[config.mk]
export PLATFORM = sky130hd
export DESIGN_NAME = pwm_sd_dac
export DESIGN_NICKNAME = d
export VERILOG_FILES = /design/src/rtl/pwm_sd_dac.sv
export SDC_FILE = /design/constraint.sdc
export NUM_CORES = 1
export LEC_CHECK = 0
export CORE_MARGIN = 2
export CORE_UTILIZATION = 25
export DETAILED_ROUTE_END_ITERATION = 16
export HOLD_SLACK_MARGIN = 0.08
export PLACE_DENSITY_LB_ADDON = 0.3
export SLEW_MARGIN = 10
export SYNTH_ARGS = -nofsm -noshare
export SYNTH_HDL_FRONTEND = slang
export SYNTH_SLANG_ARGS = --single-unit
export TNS_END_PERCENT = 10
[constraint.sdc]
create_clock -name clk_i -period 3.8 [get_ports clk_i]
set_input_delay 0.57 -clock clk_i [delete_from_list [all_inputs] [get_ports clk_i]]
set_output_delay 0.57 -clock clk_i [all_outputs]
set_load 0.02 [all_outputs]
[src/rtl/pwm_sd_dac.sv]
// pwm_sd_dac: 14-bit signed sample to single-bit PWM stream.
// An 8-bit coarse duty runs over a 256-cycle period. The 6 fine LSBs are
// spread over a 64-period frame by a first-order sigma-delta accumulator.
// Build option: define PWM_SD_DITHER_EN to enable the sigma-delta dither.
// Without it the fine bits are ignored and the duty tops out at 255/256.
// Handshake: none. dat_i is sampled once per period, in the cycle where
// the counter holds its terminal value; sync_i low holds everything cleared.
module pwm_sd_dac #(
   parameter int DW = 14,
   parameter int CW = 8,
   parameter int FW = DW - CW
) (
   input  logic          clk_i,
   input  logic          rst_i,
   input  logic [DW-1:0] dat_i,
   input  logic          sync_i,
   output logic          pwm_o,
   output logic          period_o,
   output logic [CW:0]   duty_o
);

   // ---------------------------------------------------------------
   // Common decode
   // ---------------------------------------------------------------

   // Reset and a low run enable have the same clearing effect.
   logic clear;
   assign clear = rst_i | ~sync_i;

   // Offset-binary view of the signed sample: flip the sign bit.
   logic [DW-1:0] u;
   assign u = {~dat_i[DW-1], dat_i[DW-2:0]};

   logic [CW-1:0] coarse;
   assign coarse = u[DW-1:FW];

   // ---------------------------------------------------------------
   // Period counter
   // ---------------------------------------------------------------
   logic [CW-1:0] cnt_q;
   logic [CW-1:0] cnt_d;
   logic          boundary;

   // Last cycle of the period: the only cycle in which dat_i is sampled.
   assign boundary = (cnt_q == {CW{1'b1}});

   // Free-running counter, held at zero while cleared.
   always_comb begin
      cnt_d = cnt_q + 1'b1;
      if (clear) begin
         cnt_d = '0;
      end
   end

   // Counter register.
   always_ff @(posedge clk_i) begin
      if (rst_i) begin
         cnt_q <= '0;
      end else begin
         cnt_q <= cnt_d;
      end
   end

   // ---------------------------------------------------------------
   // Dither carry
   // ---------------------------------------------------------------
   logic carry;

`ifdef PWM_SD_DITHER_EN
   logic [FW-1:0] fine;
   logic [FW:0]   sum;
   logic [FW-1:0] acc_q;
   logic [FW-1:0] acc_d;

   assign fine  = u[FW-1:0];
   assign sum   = {1'b0, acc_q} + {1'b0, fine};
   assign carry = sum[FW];

   // Accumulator advances by the fine value once per period; overflow
   // becomes the extra duty step for the next period.
   always_comb begin
      acc_d = acc_q;
      if (clear) begin
         acc_d = '0;
      end else if (boundary) begin
         acc_d = sum[FW-1:0];
      end
   end

   // Accumulator register.
   always_ff @(posedge clk_i) begin
      if (rst_i) begin
         acc_q <= '0;
      end else begin
         acc_q <= acc_d;
      end
   end
`else
   // Fine bits carry no meaning in this build.
   logic unused_fine;
   assign unused_fine = ^u[FW-1:0];
   assign carry       = 1'b0;
`endif

   // ---------------------------------------------------------------
   // Duty register
   // ---------------------------------------------------------------
   // CW+1 bits wide so that coarse = max plus a carry reaches a full
   // period of high output; no saturation is needed.
   logic [CW:0] duty_q;
   logic [CW:0] duty_d;

   // Duty is loaded at the period boundary and held for a whole period.
   always_comb begin
      duty_d = duty_q;
      if (clear) begin
         duty_d = '0;
      end else if (boundary) begin
         duty_d = {1'b0, coarse} + {{CW{1'b0}}, carry};
      end
   end

   // Duty register.
   always_ff @(posedge clk_i) begin
      if (rst_i) begin
         duty_q <= '0;
      end else begin
         duty_q <= duty_d;
      end
   end

   // ---------------------------------------------------------------
   // Output stage
   // ---------------------------------------------------------------
   logic pwm_q;
   logic pwm_d;
   logic period_q;
   logic period_d;

   // Compare and period decode; both go through one register so the
   // period strobe lines up with the first PWM bit of each period.
   always_comb begin
      pwm_d    = ({1'b0, cnt_q} < duty_q);
      period_d = (cnt_q == '0);
      if (clear) begin
         pwm_d    = 1'b0;
         period_d = 1'b0;
      end
   end

   // Output registers.
   always_ff @(posedge clk_i) begin
      if (rst_i) begin
         pwm_q    <= 1'b0;
         period_q <= 1'b0;
      end else begin
         pwm_q    <= pwm_d;
         period_q <= period_d;
      end
   end

   assign pwm_o    = pwm_q;
   assign period_o = period_q;

`ifdef PWM_SD_DITHER_EN
   assign duty_o = duty_q;
`else
   // Top bit can never be set without a carry; tie it off explicitly.
   assign duty_o = {1'b0, duty_q[CW-1:0]};
   logic unused_duty_msb;
   assign unused_duty_msb = duty_q[CW];
`endif

endmodule

Word-level counts from Yosys, hierarchy flattened
Cells that the tools add are included.

storage, ports and cells
  logic and storage cells = 12
  output and inout bits = 11
  input port bits = 17
  flip-flop bits (word level) = 18

operators by class
  equality and inequality tests = 1
  reduce and logical (&&, ||, !) cells = 2
  add/sub/neg operators = 1
  magnitude comparators = 1
  bitwise gates (word level) = 3

operators with widths
  kind                   count
  $add A8 B1 Y8 const B  1
  $eq A8 B8 Y1 const B   1
  $logic_not A8 Y1       1
  $lt A8 B8 Y1           1
  $not A1 Y1             2
  $reduce_or A2 Y1       1
  $or A1 B1 Y1           1

Depth between registers and ports, before layout
  word-level depth = 3
  depth in mapped cells = 5
  depth with buffers taken out = 5

Worst setup path after synthesis
No wires, ideal clock.

  kind = register to register
  start = reg duty_q[2]
  end = reg pwm_q, in the netlist pwm_o
  data arrival time = 1416 ps
  stages on the path, launching flop included = 6
  setup slack = 2270 ps
  buffers on the path = 0
  setup time = 115 ps
  data required time = 3685 ps
  clock period less this slack = 1530 ps
  cell sequence = dfxtp_1 inv_1 ha_1 a211oi_1 o21ai_1 a2111oi_0

on the way
  cells in the longest elaborated chain, start to end = 1

ends and longest elaborated chain
  what                    RTL line  source
  start, declared         110       logic [CW:0] duty_q;
  start signal, assigned  128       duty_q <= duty_d;
  $lt A8 B8 Y1            143       pwm_d = ({1'b0, cnt_q} < duty_q);
  end signal, assigned    157       pwm_q <= pwm_d;
  end, declared           135       logic pwm_q;

Every way passes these cells.
A chain may end at the register's enable or synchronous reset.

Final worst setup path
  start = reg duty_q[7]
  end = out duty_o[7]

RTL lines
  what           RTL line  source
  end, declared  19        output logic [CW:0] duty_o

No word-level cell between the ends.

==> impl_metrics.ini <==
[run_status]
status = finished, final reports clean

[worst_setup_path]
required_ns = 3.23
arrival_ns = 1.30
path_buf_inv = 1
critPathLaunchType = flip-flop
cp-end-kind = primary output
crit_path_max_incr_delay_ns = 0.62
cp_top_family = buffers and inverters
crit_chain = clkdlybuf4s50_1
slowest_stage = clkdlybuf4s50_1
crit_fanout = 3
path_class = flip-flop to primary output

[floorplan]
die-area_um2 = 4140
fp.dieW_um = 64.4
io_pins = 28
row_count = 21
die_h_um = 64.4
start_util_pct = 26.7
fp.coreArea_um2 = 3420

[sta]
rsz0062_at_grt = false
slew_headroom_pct = 57.9
finalSetupViolCount = 0
period_share_pct = 49.1
hold_violations = 0
slew_violations = 0
timing.fmax_mhz = 536
worst_slew_pin_slew_ns = 0.631
finalCriticalPeriod_ns = 1.87
worst_clock_skew_ns = 0.00736
setup_tns_ns = 0

[drt]
avgRoutedWirePerCell_um = 11.6
vias = 828
first_iter_violations = 19
viasPerCell = 4.79
dr.pass1.iters = 4
drc = 0
drt-total-wl_mm = 2.00
final_antenna_net_count = 0

[synth]
yosysUniqueCellTypes = 27
synth_fp_nets = 137
synth_edf_count = 0
yosys-top-cells-count = dfxtp_1 (18), nand3_1 (12), a21oi_1 (11), o21ai_0 (11), inv_1 (10)
ys.flop_type = dfxtp_1
yosys_warnings = 0
synthArstFlopShare_pct = 0
yosysSeqAreaShare_pct = 39.6
synth_top_cell_by_area = dfxtp_1
synth_seq_cells = 18
avgSynthCellArea_um2 = 8.21
synthCells = 111
netlist_area_um2 = 911
synth_area_leaders = dfxtp_1 (40%), ha_1 (12%), nand3_1 (6.6%), a21oi_1 (6.0%), o21ai_0 (6.0%)
yosysMostFrequentCell = dfxtp_1
synth_top_area_share_pct = 39.6

[cts]
hold_buffers = 0
clk_pin_slew_ns = 0.10
cts.sinks = 18
clock_latency_ns = 0.30
cts_buffer_depth = 2
cts_tree = yes
cts_max_level = 1
cts_buffers = 3
cts_resized = 0
cts_root_buf = clkbuf_4
postCtsSetupBuffers = 0

[global_route]
grt_max_degree = 17
grt_pass1_vias = 788
grt_overflow = 0
track_usage_pct = 10.9
antenna_found_initial = 0
grt_pass1_wl_mm = 3.55

[finish]
diodes = 0
layout.nets = 155
area_delta_synth_final_pct = 26.8
final_layout_size_suffix_gt1_share_pct = 2.36
final_area_um2 = 1150
n_fill_cell = 369

[placed_design]
postPlaceCellArea_um2 = 1130
place_hpwl_mm = 1.52
io_buffers = 20
place_congestion = 0.799

[worst_hold_path]
hp-class = flip-flop to flip-flop

[power_and_ir_drop]
p_per_area_nw_per_um2 = 268
leakagePower_nw = 0.392
peakVddDrop_mv = 0.0997

[flow_run]
drv_cap = 0
[worst min-delay path: stages, from the launching register on]
cell and delay [ns]:
dfxtp_1 0.33, o21ai_0 0.07, a21oi_1 0.06
[metrics by stage]
step,utilization (%),worst slack [ns],total power [mW],instances,hold WS (ns)
floorplan,-,2.27,0.206,111,0.464
finish,33.8,1.93,0.310,173,0.501
detailed placement,33.2,1.72,0.219,170,0.486
CTS,33.8,1.92,0.315,173,0.504
global placement,33.2,1.68,0.218,170,0.481
global route,33.8,1.88,0.324,173,0.537
[cells by family (layout without fill, tap and decap cells)]
group	after synthesis	in the layout	synth area share [%]
AOI/OAI and AO/OA	26	26	15.2
xor gates and xnor gates	3	3	2.89
buffers and inverters	17	33	8.10
DFF	18	18	39.6
and+or+nand+nor	37	37	21.4
adders and majority gates	9	9	12.4
other	1	1	0.412
[final cells by class]
type                            instances  area, um2  area share (%)
Clock buffer                            3       22.5            1.95
Inverter                               10       37.5            3.25
Multi-Input combinational cell         76        477            41.3
Sequential cell                        18        360            31.2
Tap cell                               46       57.6            4.98
Timing Repair Buffer                   20        200            17.3
[final timing paths]
kind,startpoint,cells after the start,slack (ns),endpoint
setup / recovery,duty_q[7],1,1.93,duty_o[7]
hold / removal,duty_q[1],2,0.50,duty_q[1]
setup reg to reg,cnt_q[2],4,2.14,pwm_o
hold reg to reg,duty_q[1],2,0.50,duty_q[1]
[state kept, by name, indices dropped and copies added, names as in the netlist]
signal / flops
pwm_o: 1
period_o: 1
duty_q: 8
cnt_q: 8
[power by group]
part	switching [mW]	internal [mW]	total (mW)
sequential	0.00212	0.190	0.192
clock	0.0587	0.0370	0.0957
combinational	0.00849	0.0132	0.0217
[per-layer routing]
layer  GRT usage, %  up-vias  routed length (um)
met5              0        -                   0
met4           5.59        0                  46
met3           2.64        4                 121
met2           18.9       21                 959
met1           12.5      383                 871
li1               -      420                   -
[placed cells by master (no fill, tap or decap)]
| cell type | n |
|---|---|
| a2111oi_0 | 1 |
| a211oi_1 | 2 |
| a21oi_1 | 11 |
| and2_1 | 1 |
| and3_1 | 2 |
| and4_1 | 1 |
| clkbuf_4 | 3 |
| clkdlybuf4s50_1 | 20 |
| conb_1 | 1 |
| dfxtp_1 | 18 |
| ha_1 | 9 |
| inv_1 | 10 |
| nand2_1 | 3 |
| nand2b_1 | 1 |
| nand3_1 | 12 |
| nand4_1 | 2 |
| nor2_1 | 7 |
| nor2b_1 | 2 |
| nor3_1 | 1 |
| nor4_1 | 1 |
| nor4b_1 | 1 |
| o21ai_0 | 11 |
| o21ai_1 | 1 |
| or3_1 | 3 |
| xnor2_1 | 1 |
| xor2_1 | 2 |
Power figures use the tool's default switching activity.
